[src/rtl/tempdivq_pkg.sv]
// Shared constants and state encoding for the TempdivQ RAM arbiter.
// Imported by the arbiter top level and its testbench.
package tempdivq_pkg;

    localparam int RAM_WIDTH     = 13;
    localparam int RAM_ADDR_BITS = 11;
    localparam int CLEAR_LEN     = 757;

    typedef enum logic [0:0] {
        IDLE  = 1'b0,
        CLEAR = 1'b1
    } state_t;

endpackage

[src/rtl/tempdivq_arb_rr_arb2.sv]
// Two-input round-robin arbiter with a single priority pointer.
// The pointer only moves when both inputs contend and a grant is taken.
module rr_arb2 (
    input  logic       clk,
    input  logic       rst,
    input  logic [1:0] valid,
    input  logic       advance,
    output logic [1:0] grant
);

    logic ptr;

    // Lone requester wins outright; contention is settled by the pointer.
    always_comb begin
        grant = valid;
        if (valid == 2'b11)
            grant = ptr ? 2'b10 : 2'b01;
    end

    // Hand priority to the loser after every contended grant.
    always_ff @(posedge clk or posedge rst) begin
        if (rst)
            ptr <= 1'b0;
        else if (advance)
            ptr <= ~ptr;
    end

endmodule

[src/rtl/tempdivq_arb.sv]
// TempdivQ RAM port arbiter: two writers and two readers share one
// write and one read port; a clear sequencer zeroes the low entries.
module tempdivq_arb #(
    parameter int RAM_WIDTH     = tempdivq_pkg::RAM_WIDTH,
    parameter int RAM_ADDR_BITS = tempdivq_pkg::RAM_ADDR_BITS,
    parameter int CLEAR_LEN     = tempdivq_pkg::CLEAR_LEN
) (
    input  logic                     clk,
    input  logic                     rst,
    input  logic                     clear_start,
    output logic                     clear_busy,
    output logic                     clear_done,
    input  logic                     wr0_valid,
    output logic                     wr0_ready,
    input  logic [RAM_ADDR_BITS-1:0] wr0_addr,
    input  logic [RAM_WIDTH-1:0]     wr0_data,
    input  logic                     wr1_valid,
    output logic                     wr1_ready,
    input  logic [RAM_ADDR_BITS-1:0] wr1_addr,
    input  logic [RAM_WIDTH-1:0]     wr1_data,
    input  logic                     rd0_valid,
    output logic                     rd0_ready,
    input  logic [RAM_ADDR_BITS-1:0] rd0_addr,
    output logic                     rd0_rvalid,
    output logic [RAM_WIDTH-1:0]     rd0_rdata,
    input  logic                     rd1_valid,
    output logic                     rd1_ready,
    input  logic [RAM_ADDR_BITS-1:0] rd1_addr,
    output logic                     rd1_rvalid,
    output logic [RAM_WIDTH-1:0]     rd1_rdata,
    output logic                     ram_we,
    output logic [RAM_ADDR_BITS-1:0] ram_waddr,
    output logic [RAM_ADDR_BITS-1:0] ram_raddr,
    output logic [RAM_WIDTH-1:0]     ram_wdata,
    input  logic [RAM_WIDTH-1:0]     ram_rdata
);

    import tempdivq_pkg::*;

    localparam logic [RAM_ADDR_BITS-1:0] LAST =
        RAM_ADDR_BITS'(CLEAR_LEN - 1);

    state_t                   state;
    logic [RAM_ADDR_BITS-1:0] cnt;
    logic                     idle;
    logic [1:0]               wv;
    logic [1:0]               rv;
    logic [1:0]               wg;
    logic [1:0]               rg;

    // Arbitration is only live outside clear and outside reset.
    assign idle = (state == IDLE) && !rst;
    assign wv   = {wr1_valid, wr0_valid} & {2{idle}};
    assign rv   = {rd1_valid, rd0_valid} & {2{idle}};

    rr_arb2 u_wr_arb (
        .clk     (clk),
        .rst     (rst),
        .valid   (wv),
        .advance (&wv),
        .grant   (wg)
    );

    rr_arb2 u_rd_arb (
        .clk     (clk),
        .rst     (rst),
        .valid   (rv),
        .advance (&rv),
        .grant   (rg)
    );

    assign wr0_ready  = wg[0];
    assign wr1_ready  = wg[1];
    assign rd0_ready  = rg[0];
    assign rd1_ready  = rg[1];
    assign clear_busy = (state == CLEAR);

    // Clear sequencer: walk addresses 0..CLEAR_LEN-1, then pulse done.
    always_ff @(posedge clk or posedge rst) begin
        if (rst) begin
            state      <= IDLE;
            cnt        <= '0;
            clear_done <= 1'b0;
        end else begin
            clear_done <= 1'b0;
            unique case (state)
                IDLE: begin
                    if (clear_start) begin
                        state <= CLEAR;
                        cnt   <= '0;
                    end
                end
                CLEAR: begin
                    if (cnt == LAST) begin
                        state      <= IDLE;
                        clear_done <= 1'b1;
                    end else begin
                        cnt <= cnt + 1'b1;
                    end
                end
            endcase
        end
    end

    // RAM port muxes: clear owns the write port, otherwise the grant does.
    always_comb begin
        ram_we    = 1'b0;
        ram_waddr = '0;
        ram_wdata = '0;
        ram_raddr = '0;
        if (!rst) begin
            ram_raddr = rg[1] ? rd1_addr : rd0_addr;
            if (state == CLEAR) begin
                ram_we    = 1'b1;
                ram_waddr = cnt;
            end else begin
                ram_we    = |wg;
                ram_waddr = wg[1] ? wr1_addr : wr0_addr;
                ram_wdata = wg[1] ? wr1_data : wr0_data;
            end
        end
    end

    // Capture read data at the handshake edge and hold until the next grant.
    always_ff @(posedge clk or posedge rst) begin
        if (rst) begin
            rd0_rvalid <= 1'b0;
            rd1_rvalid <= 1'b0;
            rd0_rdata  <= '0;
            rd1_rdata  <= '0;
        end else begin
            rd0_rvalid <= rg[0];
            rd1_rvalid <= rg[1];
            if (rg[0])
                rd0_rdata <= ram_rdata;
            if (rg[1])
                rd1_rdata <= ram_rdata;
        end
    end

endmodule

[config.mk]
export PLATFORM = sky130hd
export DESIGN_NAME = tempdivq_arb
export DESIGN_NICKNAME = d
export VERILOG_FILES = /design/src/rtl/tempdivq_pkg.sv /design/src/rtl/tempdivq_arb_rr_arb2.sv /design/src/rtl/tempdivq_arb.sv
export SDC_FILE = /design/constraint.sdc
export NUM_CORES = 1
export LEC_CHECK = 0
export ABC_AREA = 1
export BUFFER_PORTS_ARGS = -buffer_cell sky130_fd_sc_hd__clkbuf_2
export CAP_MARGIN = 15
export CORE_UTILIZATION = 29
export DETAILED_ROUTE_END_ITERATION = 7
export PLACE_DENSITY = 0.55
export SLEW_MARGIN = 0
export SYNTH_ARGS = -nofsm -noshare
export SYNTH_HDL_FRONTEND = slang
export SYNTH_SLANG_ARGS = --single-unit
[constraint.sdc]
create_clock -name clk -period 7.27 [get_ports clk]
set_input_delay 1.0905 -clock clk [delete_from_list [all_inputs] [get_ports clk]]
set_output_delay 1.0905 -clock clk [all_outputs]
set_load 0.1 [all_outputs]
== Word-level counts from Yosys, hierarchy flattened ==
Index checks and enable logic that the tools add are counted.

* Memories: 0
* Output and inout port bits: 70
* Bits in read-only memories: 0
* Bits in registers: 43
* Logic and storage cells: 48
* Bits of input ports: 90
* RAM bits: 0
* Latch bits: 0

* $mul: 0
* Order comparisons: 0
* Reductions and logical operators: 6
* Bitwise logic cells: 5
* Equal/unequal tests: 5
* $add $sub $neg: 1
* Divide/modulo/power cells: 0
* Shift-type cells: 0
* Multiplexer cells: 22

{| class="wikitable"
|+ Operators by type and width
! kind !! count
|-
| two-way mux 11 bit || 7
|-
| two-way mux 13 bit || 3
|-
| one-hot mux 11 bit (2 select lines) || 1
|-
| adder 11 x 1 -> 11 bit, second input constant || 1
|-
| == test 11 x 10 -> 1 bit, second input constant || 1
|-
| two-way mux 2 bit || 4
|-
| two-way mux 1 bit || 6
|-
| AND reduction 2 bit || 3
|-
| bitwise AND 2 bit || 2
|-
| == test 2 bit, second input constant || 2
|-
| != test 2 bit, second input constant || 2
|-
| NOT 1 bit || 3
|-
| one-hot mux 1 bit (2 select lines) || 1
|-
| OR reduction 2 bit || 1
|-
| logical AND 1 bit || 1
|-
| logical NOT 1 bit || 1
|}

== Depth between registers and ports, before layout ==
Gate-level depths: netlist (run 1).

* Depth in word-level cells: 8
* Mapped depth: 8
* Gate-level depth less buffers: 8

== By module ==
A second synthesis (run 1) with hierarchy kept.

* Cell total of the unflattened synthesis: 359
* Area, all modules: 2557.5 sq um

{| class="wikitable"
|+ Modules (own cells, without submodules)
! module !! area an instance (sq um) !! times used !! cells each !! seq. area each (sq um)
|-
| tempdivq_arb || 2419.8 || 1 || 335 || 1026.0
|-
| rr_arb2 || 68.8 || 2 || 12 || 25.0
|}

== Worst setup path after synthesis (run 1) ==
Ideal clock, no wire load.

* Path type: reg-to-output
* Start: reg state (netlist: clear_busy)
* End: out ram_waddr[7]
* Buffers on the path: 0
* Required time: 6179 ps
* Arrival: 4807 ps
* Path slack: 1372 ps
* Stages on the path, launching flop included: 3
* Path through: dfrtp_1 > inv_1 > o311ai_0

* Longest elaborated chain between the ends: 8

{| class="wikitable"
|+ Ends and longest elaborated chain
! what !! RTL line !! RTL
|-
| start, declared || tempdivq_arb.sv:43 || <nowiki>state_t state;</nowiki>
|-
| start signal, assigned || tempdivq_arb.sv:81 || <nowiki>state <= IDLE;</nowiki>
|-
| start signal, assigned || tempdivq_arb.sv:89 || <nowiki>state <= CLEAR;</nowiki>
|-
| start signal, assigned || tempdivq_arb.sv:95 || <nowiki>state <= IDLE;</nowiki>
|-
| NOT 1 bit || -- ||
|-
| logical AND 1 bit || tempdivq_arb.sv:52 || <nowiki>assign idle = (state == IDLE) && !rst;</nowiki>
|-
| bitwise AND 2 bit || tempdivq_arb.sv:53 || <nowiki>assign wv = {wr1_valid, wr0_valid} & {2{idle}};</nowiki>
|-
| == test 2 bit || tempdivq_arb_rr_arb2.sv:16 || <nowiki>if (valid == 2'b11)</nowiki>
|-
| two-way mux 2 bit || tempdivq_arb_rr_arb2.sv:16 ||
|-
| two-way mux 11 bit || tempdivq_arb.sv:118 || <nowiki>ram_waddr = wg[1] ? wr1_addr : wr0_addr;</nowiki>
|-
| two-way mux 11 bit (*) || tempdivq_arb.sv:113 || <nowiki>if (state == CLEAR) begin</nowiki>
|-
| two-way mux 11 bit (*) || tempdivq_arb.sv:111 || <nowiki>if (!rst) begin</nowiki>
|-
| end, declared || tempdivq_arb.sv:32 || <nowiki>output logic [RAM_ADDR_BITS-1:0] ram_waddr,</nowiki>
|}

Mark *: on every way between the ends. The rest lies on a longest branch, timed or not.

== Worst setup path in the final report (run 1) ==
* Start: in rst
* End: out ram_raddr[7]

* Longest elaborated chain between the ends: 7

{| class="wikitable"
|+ Ends and longest elaborated chain
! what !! RTL line !! RTL
|-
| start, declared || tempdivq_arb.sv:9 || <nowiki>input logic rst,</nowiki>
|-
| logical NOT 1 bit (no line) || -- ||
|-
| logical AND 1 bit || tempdivq_arb.sv:52 ||
|-
| bitwise AND 2 bit || tempdivq_arb.sv:54 || <nowiki>assign rv = {rd1_valid, rd0_valid} & {2{idle}};</nowiki>
|-
| == test 2 bit || tempdivq_arb_rr_arb2.sv:16 ||
|-
| two-way mux 2 bit || tempdivq_arb_rr_arb2.sv:16 ||
|-
| two-way mux 11 bit || tempdivq_arb.sv:112 || <nowiki>ram_raddr = rg[1] ? rd1_addr : rd0_addr;</nowiki>
|-
| two-way mux 11 bit (*) || tempdivq_arb.sv:111 ||
|-
| end, declared || tempdivq_arb.sv:33 || <nowiki>output logic [RAM_ADDR_BITS-1:0] ram_raddr,</nowiki>
|}

Marks and branches as above.

==> out/metrics.csv, run 1 <==
metric,value,unit
timing.critical_path.required,6.18,ns
timing.final.max_slew_violations,0,
synth_largest_area_cell,dfrtp_1,
global_route.usage.met2,31.31,%
power_switching,0.4573,mW
synth_ff_type,dfrtp_1,
port-buffer-count,159,
pwr-share-seq,32.9,%
number_of_global_route_vias_before_repair,2729,
finish.instance_area,3533,µm²
netSwitchingFraction,47.53,%
grt.total_usage,17.40,%
hold_viol_final,0,
synth.most_common_cell,nand2_1,
clk_pin_slew_worst_paths,0.08,ns
fin_tns_setup,0,ns
io_pins,160,
post_synthesis_async_set_or_reset_flop_share,100.0,%
vdd_ir_drop_max,123.1,µV
worstHoldPathType,flip-flop to flip-flop,
fillers,885,
yosys.area_share.adder,0.9906,%
drt-pass1-iter-count,4,
flip_flop_and_latch_count_after_synthesis,43,
grt_use_met1,19.60,%
critical_path.max_stage_delay,0.47,ns
clock_insertion_delay_at_the_later_pin_of_the_skew_report,0.29,ns
share_clk_of_total_power,22.7,%
fin_util,42.36,%
final.hold.worst_slack,0.4868,ns
num_antenna_cells,0,
netlist_top_cells_area,"dfrtp_1, nand2_1, o21ai_0",
route.detailed.wl_per_inst,12.31,µm
maxCapViolCount,0,
post-cts-setup-buffer-count,0,
cts_tree,yes,
drc,0,
netlist_top_cells_count,"nand2_1, o21ai_0, dfrtp_1",
multiplexer_area_fraction_after_synthesis,0,%
grt_start_max_net_pins,57,
dpl_hpwl,5.861,mm
max-clock-path-buffers,2,
clock_sink_count,43,
syn-mean-instance-area,7.301,µm²
static-leakage-power,1.960,nW
dieHeight,95.33,µm
critical-path-slowest-cell,clkbuf_2,
fraction_of_the_mapped_netlist_area_in_compound_gates,16.99,%
synth_sequential_area_ratio,42.60,%
coreArea,8341,µm²
busiest_layer,met2,
finalClockSkew,0.002762,ns
critical_path.startpoint_type,input port,
tightestPinTransition,1.107,ns
number_of_enable_flip_flop_cells_after_synthesis,0,
pwr_density,272.3,nW/µm²
area_delta_synth_final,39.87,%
place_congestion,0.7934,
run_status,completed,
timing.slew.headroom,25.91,%
unrepaired_setup_endpoints_after_global_routing,no,
number_of_placement_rows,33,
timing.critical_path.fanout_max,38,
max_clock_freq,231.9,MHz
cp.arrival,3.22,ns
post-route-period-util,59.31,%
drt-initial-drc-count,74,
regToRegSetupSlack,5.13,ns
synth.cell_area,2526,µm²
synth_top_family_by_area,simple AND/OR/NAND/NOR gates,
synth.yosys.warnings,0,
critPathKind,input port to output port,
post_cts_hold_buffer_count,0,
endpoint_type_of_the_worst_setup_path,output port,
vias_per_cell,4.580,
fp.dieArea,9088,µm²
cp_num_buf_inv,5,
grt_use_met3,6.380,%
wl,7.471,mm
yosysUniqueCellTypes,31,
post_cts_resize_count,0,
h-tree-depth,2,
globalRoute.totalOverflow,0,
die_w,95.33,µm
timing.final.crit_period,4.312,ns
post_synth_xor_area_fraction,1.387,%
cts_made_buffers,5,
postSynthCellCount,346,
path_cells,clkbuf_2 > nor2_4 > inv_2 > nor2_2 > o21ai_2 > buf_4 > inv_1 > nor2_1 > nor2_1 > clkbuf_2,
synthSimpleGateAreaFrac,28.68,%
critical_path.top_delay_family,buffers and inverters,
ctsRootBufferMaster,clkbuf_8,
drive_above_1_share,37.25,%
p_int,0.5049,mW
synthDominantCellAreaShare,42.60,%
ant_nets,0,
initial_core_util,30.29,%
dr_total_vias,2780,
post_dp_cell_area,3386,µm²
final-setup-viol-count,0,
wire_length_of_the_first_global_routing_pass,12.34,mm
synth.net_count,438,
nets,593,
grt_antenna_before_repair,0,
relative_contribution_of_combinational_cells_to_total_power,44.4,%
## metal layers
| layer | part of all wire (%) | routed length, µm |
|---|---|---|
| met1 | 42 | 3144 |
| met2 | 47 | 3523 |
| met3 | 10 | 776 |
| met4 | 0.36 | 27 |
| met5 | 0 | 0 |
## kinds of logic after synthesis
kind of cell	after synthesis
and+or+nand+nor	169
adders and majority gates	2
xor gates and xnor gates	4
buffers and inverters	53
AOI/OAI and AO/OA	75
DFF	43
## worst min-delay path, cell delays in order, from the launching register on
cell	delay (ns)
dfrtp_1	0.35
nand2_1	0.05
o21ai_0	0.06
## power groups by stage
stage | combinational (mW) | clock [mW] | sequential [mW]
2_1_floorplan | 0.237 | 0 | 0.420
3_3_place_gp | 0.427 | 0 | 0.320
3_5_place_dp | 0.430 | 0 | 0.321
4_1_cts | 0.430 | 0.229 | 0.317
5_1_grt | 0.461 | 0.237 | 0.324
6_report | 0.427 | 0.219 | 0.316
## final timing paths
path,startpoint,to,depth (start not counted)
max,rst,ram_raddr[7],10
min,rd1_rdata[8],rd1_rdata[8],2
max reg2reg,clear_busy,rd1_rvalid,6
min reg2reg,rd1_rdata[8],rd1_rdata[8],2
max in group asynchronous,rst,rd1_rdata[12],3
min in group asynchronous,rst,cnt[2],3
## registers in the layout, indices dropped and copies added, names as in the netlist
signal and flops:
rd0_rvalid 1, clear_done 1, u_rd_arb.ptr 1, rd1_rvalid 1, u_wr_arb.ptr 1, rd1_rdata 13
clear_busy 1, cnt 11, rd0_rdata 13
## per-stage QoR
| stage | total power, mW | std cells | worst slack, ns |
|---|---|---|---|
| after CTS | 0.9758 | 606 | 2.585 |
| after global routing | 1.023 | 607 | 2.675 |
| after global placement | 0.7467 | 598 | 2.720 |
| after floorplan | 0.6569 | 346 | 1.372 |
| final | 0.9622 | 607 | 2.958 |
| after detailed placement | 0.7508 | 598 | 2.607 |
## layout by cell type (no fill, tap or decap), drive strengths merged
cell type / instances
clkbuf: 165
nand2: 88
o21ai: 63
dfrtp: 43
nor2: 43
inv: 38
nand3: 29
o211ai: 9
buf: 4
xor2: 3
nand4: 3
nor3: 3
ha: 2
bufinv: 2
and3: 1
or2: 1
xnor2: 1
a21oi: 1
o311ai: 1
a31oi: 1
nor3b: 1
## layout make-up
class	instances	area, µm²	area share (%)
Tap cell	105	131.4	3.718
Sequential cell	43	1076	30.45
Multi-Input combinational cell	250	1217	34.45
Clock inverter	2	60.06	1.700
Timing Repair Buffer	163	833.3	23.58
Clock buffer	6	72.57	2.054
Inverter	38	142.6	4.037
(Power assumes the default switching activity.)
==> inputs of run 2 (changes only) <==
==> constraint.sdc (replaced) <==
create_clock -name clk -period 4.1 [get_ports clk]
set_input_delay 0.615 -clock clk [delete_from_list [all_inputs] [get_ports clk]]
set_output_delay 0.615 -clock clk [all_outputs]
set_load 0.1 [all_outputs]
==> run 2 against run 1 <==
Critical path depth shrank 2. Worst hold slack lost 0.15 ns. Via count grew 0.18%. Total power grew 71%. Critical path type is now flip-flop to output port. Critical endpoint is now ram_waddr[9]. Largest cell class unchanged.
==> out/metrics.csv, run 2 (same netlist as run 1, synthesis figures left out) <==
metric,value,unit,change
fin_util,42.14,%,-0.23 points
biggestRegsByFlops,"rd0_rdata: 13 flops, rd1_rdata: 13 flops, cnt: 11 flops",,
dpl_hpwl,5.869,mm,+0.12%
drt-pass1-iter-count,4,,unchanged
post_dp_cell_area,3408,µm²,+0.67%
highest_count_cells_in_the_layout_ignoring_fill_and_taps,"clkbuf_2, nand2_1, o21ai_0",,
drt-initial-drc-count,101,,+36%
drive_above_1_share,37.57,%,+0.32 points
h-tree-depth,2,,unchanged
dieHeight,95.33,µm,unchanged
grt_start_max_net_pins,40,,-30%
post_cts_hold_buffer_count,0,,unchanged
tightestPinTransition,0.5659,ns,-0.5406 ns
dr_total_vias,2785,,+0.18%
route.detailed.wl_per_inst,12.36,µm,+0.42%
cp_num_buf_inv,3,,-2
path_cells,nor2_4 > buf_4 > nand2_1 > a21oi_2 > buf_4 > nand2_1 > o211ai_1 > clkbuf_2,,
critical-path-slowest-cell,dfrtp_1,,
area_delta_synth_final,39.13,%,
fillers,891,,+0.68%
max-clock-path-buffers,2,,unchanged
multi_input_gate_area_in_the_final_layout,1217,µm²,unchanged
number_of_placement_rows,33,,unchanged
cp.arrival,2.59,ns,-0.63 ns
grt.total_usage,16.77,%,-0.63 points
hold_viol_final,0,,unchanged
ctsRootBufferMaster,clkbuf_8,,
dp.cells,601,,+0.50%
finalClockSkew,0.007187,ns,+0.004426 ns
place_congestion,0.8289,,+4.5%
ant_nets,0,,unchanged
critical_path.startpoint_type,flip-flop,,
timing.critical_path.fanout_max,34,,-11%
final_cell_count_no_fill,608,,+0.16%
num_antenna_cells,0,,unchanged
maxCapViolCount,0,,unchanged
nets,595,,+0.34%
timing.slew.headroom,62.27,%,+36 points
io_pins,160,,unchanged
port-buffer-count,159,,unchanged
wl,7.515,mm,+0.59%
vias_per_cell,4.581,,about the same
coreArea,8341,µm²,unchanged
initial_core_util,30.29,%,unchanged
clk_pin_slew_worst_paths,0.08,ns,about the same
finish.instance_area,3515,µm²,-0.53%
pwr_density,468.2,nW/µm²,+72%
endpoint_type_of_the_worst_setup_path,output port,,
globalRoute.totalOverflow,0,,unchanged
grt_antenna_before_repair,0,,unchanged
timing.critical_path.required,3.48,ns,-2.70 ns
drc,0,,unchanged
run_status,completed,,
cts_tree,yes,,
clock_insertion_delay_at_the_later_pin_of_the_skew_report,0.30,ns,about the same
fp.dieArea,9088,µm²,unchanged
power.total,1.646,mW,+71%
critPathKind,flip-flop to output port,,
post-cts-setup-buffer-count,0,,unchanged
clock_sink_count,43,,unchanged
post-route-period-util,78.25,%,
fin_tns_setup,0,ns,unchanged
max_clock_freq,311.7,MHz,
timing.final.crit_period,3.208,ns,
post_cts_resize_count,0,,unchanged
unrepaired_setup_endpoints_after_global_routing,no,,
critical_path.top_delay_family,buffers and inverters,,
timing.final.max_slew_violations,0,,unchanged
cts_made_buffers,5,,unchanged
wire_length_of_the_first_global_routing_pass,11.94,mm,-3.3%
die_w,95.33,µm,unchanged
final-setup-viol-count,0,,unchanged
static-leakage-power,1.954,nW,-0.31%
number_of_global_route_vias_before_repair,2618,,-4.1%
layout_commonest_cell,clkbuf_2,,
ff_latch_area,1076,µm²,unchanged
vdd_ir_drop_max,270.3,µV,+120%
critical_path.max_stage_delay,0.59,ns,+0.12 ns
worstHoldPathType,input port to asynchronous set/reset pin,,
run 2: cell types whose count changed in the layout (fill, tap and decap cells not counted):
| cell | change |
|---|---|
| buf_8 | -1 |
| bufinv_16 | -1 |
| o311ai_0 | -1 |
| clkinvlp_4 | +1 |
| buf_4 | +3 |
| clkbuf_1 | -1 |
| o311ai_1 | +1 |
run 2: through the flow:
stage	hold WS, ns	setup WS, ns
after floorplan	0.4633	-0.3481
after global placement	0.4686	1.147
after detailed placement	0.4729	1.104
after CTS	0.3327	0.8542
after global routing	0.3537	0.6842
final	0.3371	0.8918
run 2: layer usage:
layer / global-route usage [%] / vias up / share of wire (%)
met3: 5.183 / 4 / 9.2
met4: 3.030 / 0 / 0.53
met5: 0 / - / 0
met1: 19.11 / 1223 / 44
li1: - / 1434 / -
met2: 30.77 / 124 / 47
run 2: worst paths after layout:
check	from	to	slack, ns	cells past startpoint
setup / recovery	clear_busy	ram_waddr[9]	0.89	8
hold / removal	rst	cnt[2]	0.34	2
setup reg to reg	clear_busy	rd1_rvalid	2.34	6
hold reg to reg	rd0_rdata[6]	rd0_rdata[6]	0.49	2
max in group asynchronous	rst	cnt[7]	2.96	3
min in group clk	rd0_rdata[6]	rd0_rdata[6]	0.49	2
run 2: final cells by class:
type / count / share of cell area [%]
Tap cell: 105 / 3.738
Clock inverter: 2 / 1.068
Inverter: 38 / 4.058
Timing Repair Buffer: 165 / 23.92
Multi-Input combinational cell: 250 / 34.64
Clock buffer: 5 / 1.958
Sequential cell: 43 / 30.62
run 2: report_power, final:
group          internal [mW]  switching [mW]  leakage, nW  total, mW
Sequential             0.492          0.0703        0.552      0.562
Combinational          0.160           0.597         1.35      0.757
Clock                  0.178           0.148       0.0502      0.326
Total                  0.830           0.816         1.95       1.65
==> inputs of run 3 (changes only) <==
--- a/config.mk
+++ b/config.mk
@@ -10,7 +10,7 @@
 export CAP_MARGIN = 15
 export CORE_UTILIZATION = 29
 export DETAILED_ROUTE_END_ITERATION = 7
-export PLACE_DENSITY = 0.55
+export PLACE_DENSITY = 0.57
 export SLEW_MARGIN = 0
 export SYNTH_ARGS = -nofsm -noshare
 export SYNTH_HDL_FRONTEND = slang
==> constraint.sdc (replaced) <==
create_clock -name clk -period 2.6 [get_ports clk]
set_input_delay 0.39 -clock clk [delete_from_list [all_inputs] [get_ports clk]]
set_output_delay 0.39 -clock clk [all_outputs]
set_load 0.1 [all_outputs]
==> run 3 against run 2 <==
Non-clock buffer count rose by 1. Final cell count rose by 0.49%. First-iteration DRC count fell by 11%. Sequential share of layout area fell by 5.6 points. Die area did not move. Sequential power rose by 57%. Flip-flop and latch count did not move. Combinational power rose by 81%. Utilization rose by 9.6 points. Clock skew rose by 0.0066 ns. Critical path type unchanged. Largest power group unchanged.
==> out/metrics.csv, run 3 (same netlist as run 1, synthesis figures left out) <==
metric,value,unit,change
run_status,completed,,
clk_pin_slew_worst_paths,0.09,ns,about the same
critical_path.max_stage_delay,0.57,ns,-0.02 ns
drt-pass1-iter-count,4,,unchanged
rr_worst_depth,7,,+1
grt_antenna_before_repair,0,,unchanged
drt-initial-drc-count,90,,-11%
worst_r2r_endpoint,rd1_rdata[7],,
critical-path-slowest-cell,dfrtp_4,,
final_cell_count_no_fill,611,,+0.49%
globalRoute.totalOverflow,0,,unchanged
timing.slew.headroom,62.83,%,+0.56 points
critPathKind,flip-flop to output port,,
unrepaired_setup_endpoints_after_global_routing,no,,
io_pins,160,,unchanged
vias_per_cell,4.650,,+1.5%
number_of_global_route_vias_before_repair,2730,,+4.3%
finalClockSkew,0.01378,ns,+0.006589 ns
timing.final.max_slew_violations,0,,unchanged
timing.critical_path.fanout_max,34,,unchanged
max_clock_freq,402.2,MHz,
post_cts_hold_buffer_count,0,,unchanged
maxCapViolCount,0,,unchanged
ant_nets,0,,unchanged
cp.arrival,2.10,ns,-0.49 ns
max-clock-path-buffers,2,,unchanged
highest_count_cells_in_the_layout_ignoring_fill_and_taps,"clkbuf_2, nand2_1, dfrtp_1",,
initial_core_util,30.29,%,unchanged
grt.total_usage,17.36,%,+0.59 points
dieHeight,95.33,µm,unchanged
tightestPinTransition,0.5599,ns,-0.006025 ns
grt_start_max_net_pins,39,,-2.5%
h-tree-depth,2,,unchanged
placement.setup.worst_slack,0.1976,ns,-0.9060 ns
die_w,95.33,µm,unchanged
number_of_placement_rows,33,,unchanged
regToRegSetupSlack,0.89,ns,-1.45 ns
ctsRootBufferMaster,clkbuf_8,,
post_dp_cell_area,4164,µm²,+22%
dp.cells,601,,unchanged
fin_tns_setup,0,ns,unchanged
drive_above_1_share,43.48,%,+5.9 points
dpl_hpwl,6.407,mm,+9.2%
endpoint_type_of_the_worst_setup_path,output port,,
num_antenna_cells,0,,unchanged
biggestRegsByFlops,"rd0_rdata: 13 flops, rd1_rdata: 13 flops, cnt: 11 flops",,
cts_made_buffers,5,,unchanged
fp.dieArea,9088,µm²,unchanged
worstHoldPathType,input port to asynchronous set/reset pin,,
port-buffer-count,159,,unchanged
place_congestion,0.8371,,+0.99%
clock_insertion_delay_at_the_later_pin_of_the_skew_report,0.29,ns,about the same
layout_commonest_cell,clkbuf_2,,
final-setup-viol-count,0,,unchanged
timing.critical_path.required,2.21,ns,-1.27 ns
power.total,2.804,mW,+70%
crit-reg2reg-launch,clear_busy,,
route.detailed.wl_per_inst,12.88,µm,+4.2%
area_delta_synth_final,70.83,%,
timing.final.crit_period,2.486,ns,
post-route-period-util,95.62,%,
hold_viol_final,0,,unchanged
wl,7.867,mm,+4.7%
static-leakage-power,2.152,nW,+10%
clock_sink_count,43,,unchanged
wire_length_of_the_first_global_routing_pass,12.43,mm,+4.2%
dr_total_vias,2841,,+2.0%
fillers,811,,-9.0%
pwr_density,649.8,nW/µm²,+39%
critical_path.startpoint_type,flip-flop,,
nets,597,,+0.34%
finish.instance_area,4315,µm²,+23%
layout_setup_ws,0.1138,ns,-0.7780 ns
vdd_ir_drop_max,440.8,µV,+63%
coreArea,8341,µm²,unchanged
drc,0,,unchanged
cts_tree,yes,,
path_cells,nor2_4 > nand2_1 > a21oi_2 > buf_12 > nand2_1 > o211ai_1 > buf_12,,
## run 3: cell count changes in the layout (fill, tap and decap cells not counted), moves of 6 or more
| cell | change |
|---|---|
| nor2_2 | +6 |
| o21ai_2 | +8 |
| buf_12 | +41 |
| clkbuf_2 | -40 |
| o21ai_0 | -10 |
| nor2_4 | +9 |
| nor2_1 | -15 |
## run 3: cell type report
cell class                      instances  area, µm²  share of cell area, %
Clock inverter                          2      38.79                 0.8988
Timing Repair Buffer                  166       1465                  33.95
Clock buffer                            6      82.58                  1.914
Sequential cell                        43       1080                  25.02
Timing Repair inverter                  1      7.507                 0.1740
Inverter                               38      146.4                  3.392
Tap cell                              105      131.4                  3.044
Multi-Input combinational cell        250       1364                  31.60
## run 3: worst max-delay path, delay by kind of cell, from the launching register on
kind / cells / cell delay, ns
DFF: 1 / 0.57
buffers and inverters: 2 / 0.44
AOI/OAI and AO/OA: 2 / 0.35
and+or+nand+nor: 3 / 0.44
## run 3: repair_timing
item	4_1_cts	5_1_grt
buffers inserted	0	1
pin swaps	0	1
gates cloned	0	1
resized for setup	1	4
setup endpoints to repair	11	19
## run 3: per-layer routing
metal | part of all wire [%] | GRT usage, % | up-vias
met5 | 0 | 0 | -
li1 | - | - | 1441
met1 | 40 | 19.49 | 1264
met2 | 48 | 31.67 | 128
met4 | 0.75 | 3.157 | 0
met3 | 11 | 6.061 | 8
## run 3: worst max path at each step
stage                    start            end  slack, ns
global route        clear_busy   ram_waddr[8]       0.01
floorplan           clear_busy  ram_waddr[10]      -0.33
CTS                 clear_busy   ram_raddr[1]      0.008
finish              clear_busy   ram_waddr[8]       0.11
global placement    clear_busy   ram_raddr[7]       0.26
detailed placement  clear_busy   ram_raddr[5]       0.20
## run 3: power by group
group	internal, mW	switching (mW)	total, mW
clock	0.316	0.231	0.547
sequential	0.776	0.109	0.885
combinational	0.397	0.974	1.37
## run 3: per-stage QoR
| stage | hold WS, ns | utilization [%] |
|---|---|---|
| after floorplan | 0.4633 | - |
| after global placement | 0.4400 | 49.93 |
| after detailed placement | 0.4626 | 49.93 |
| after CTS | 0.1323 | 51.43 |
| after global routing | 0.1523 | 51.74 |
| final | 0.1463 | 51.74 |
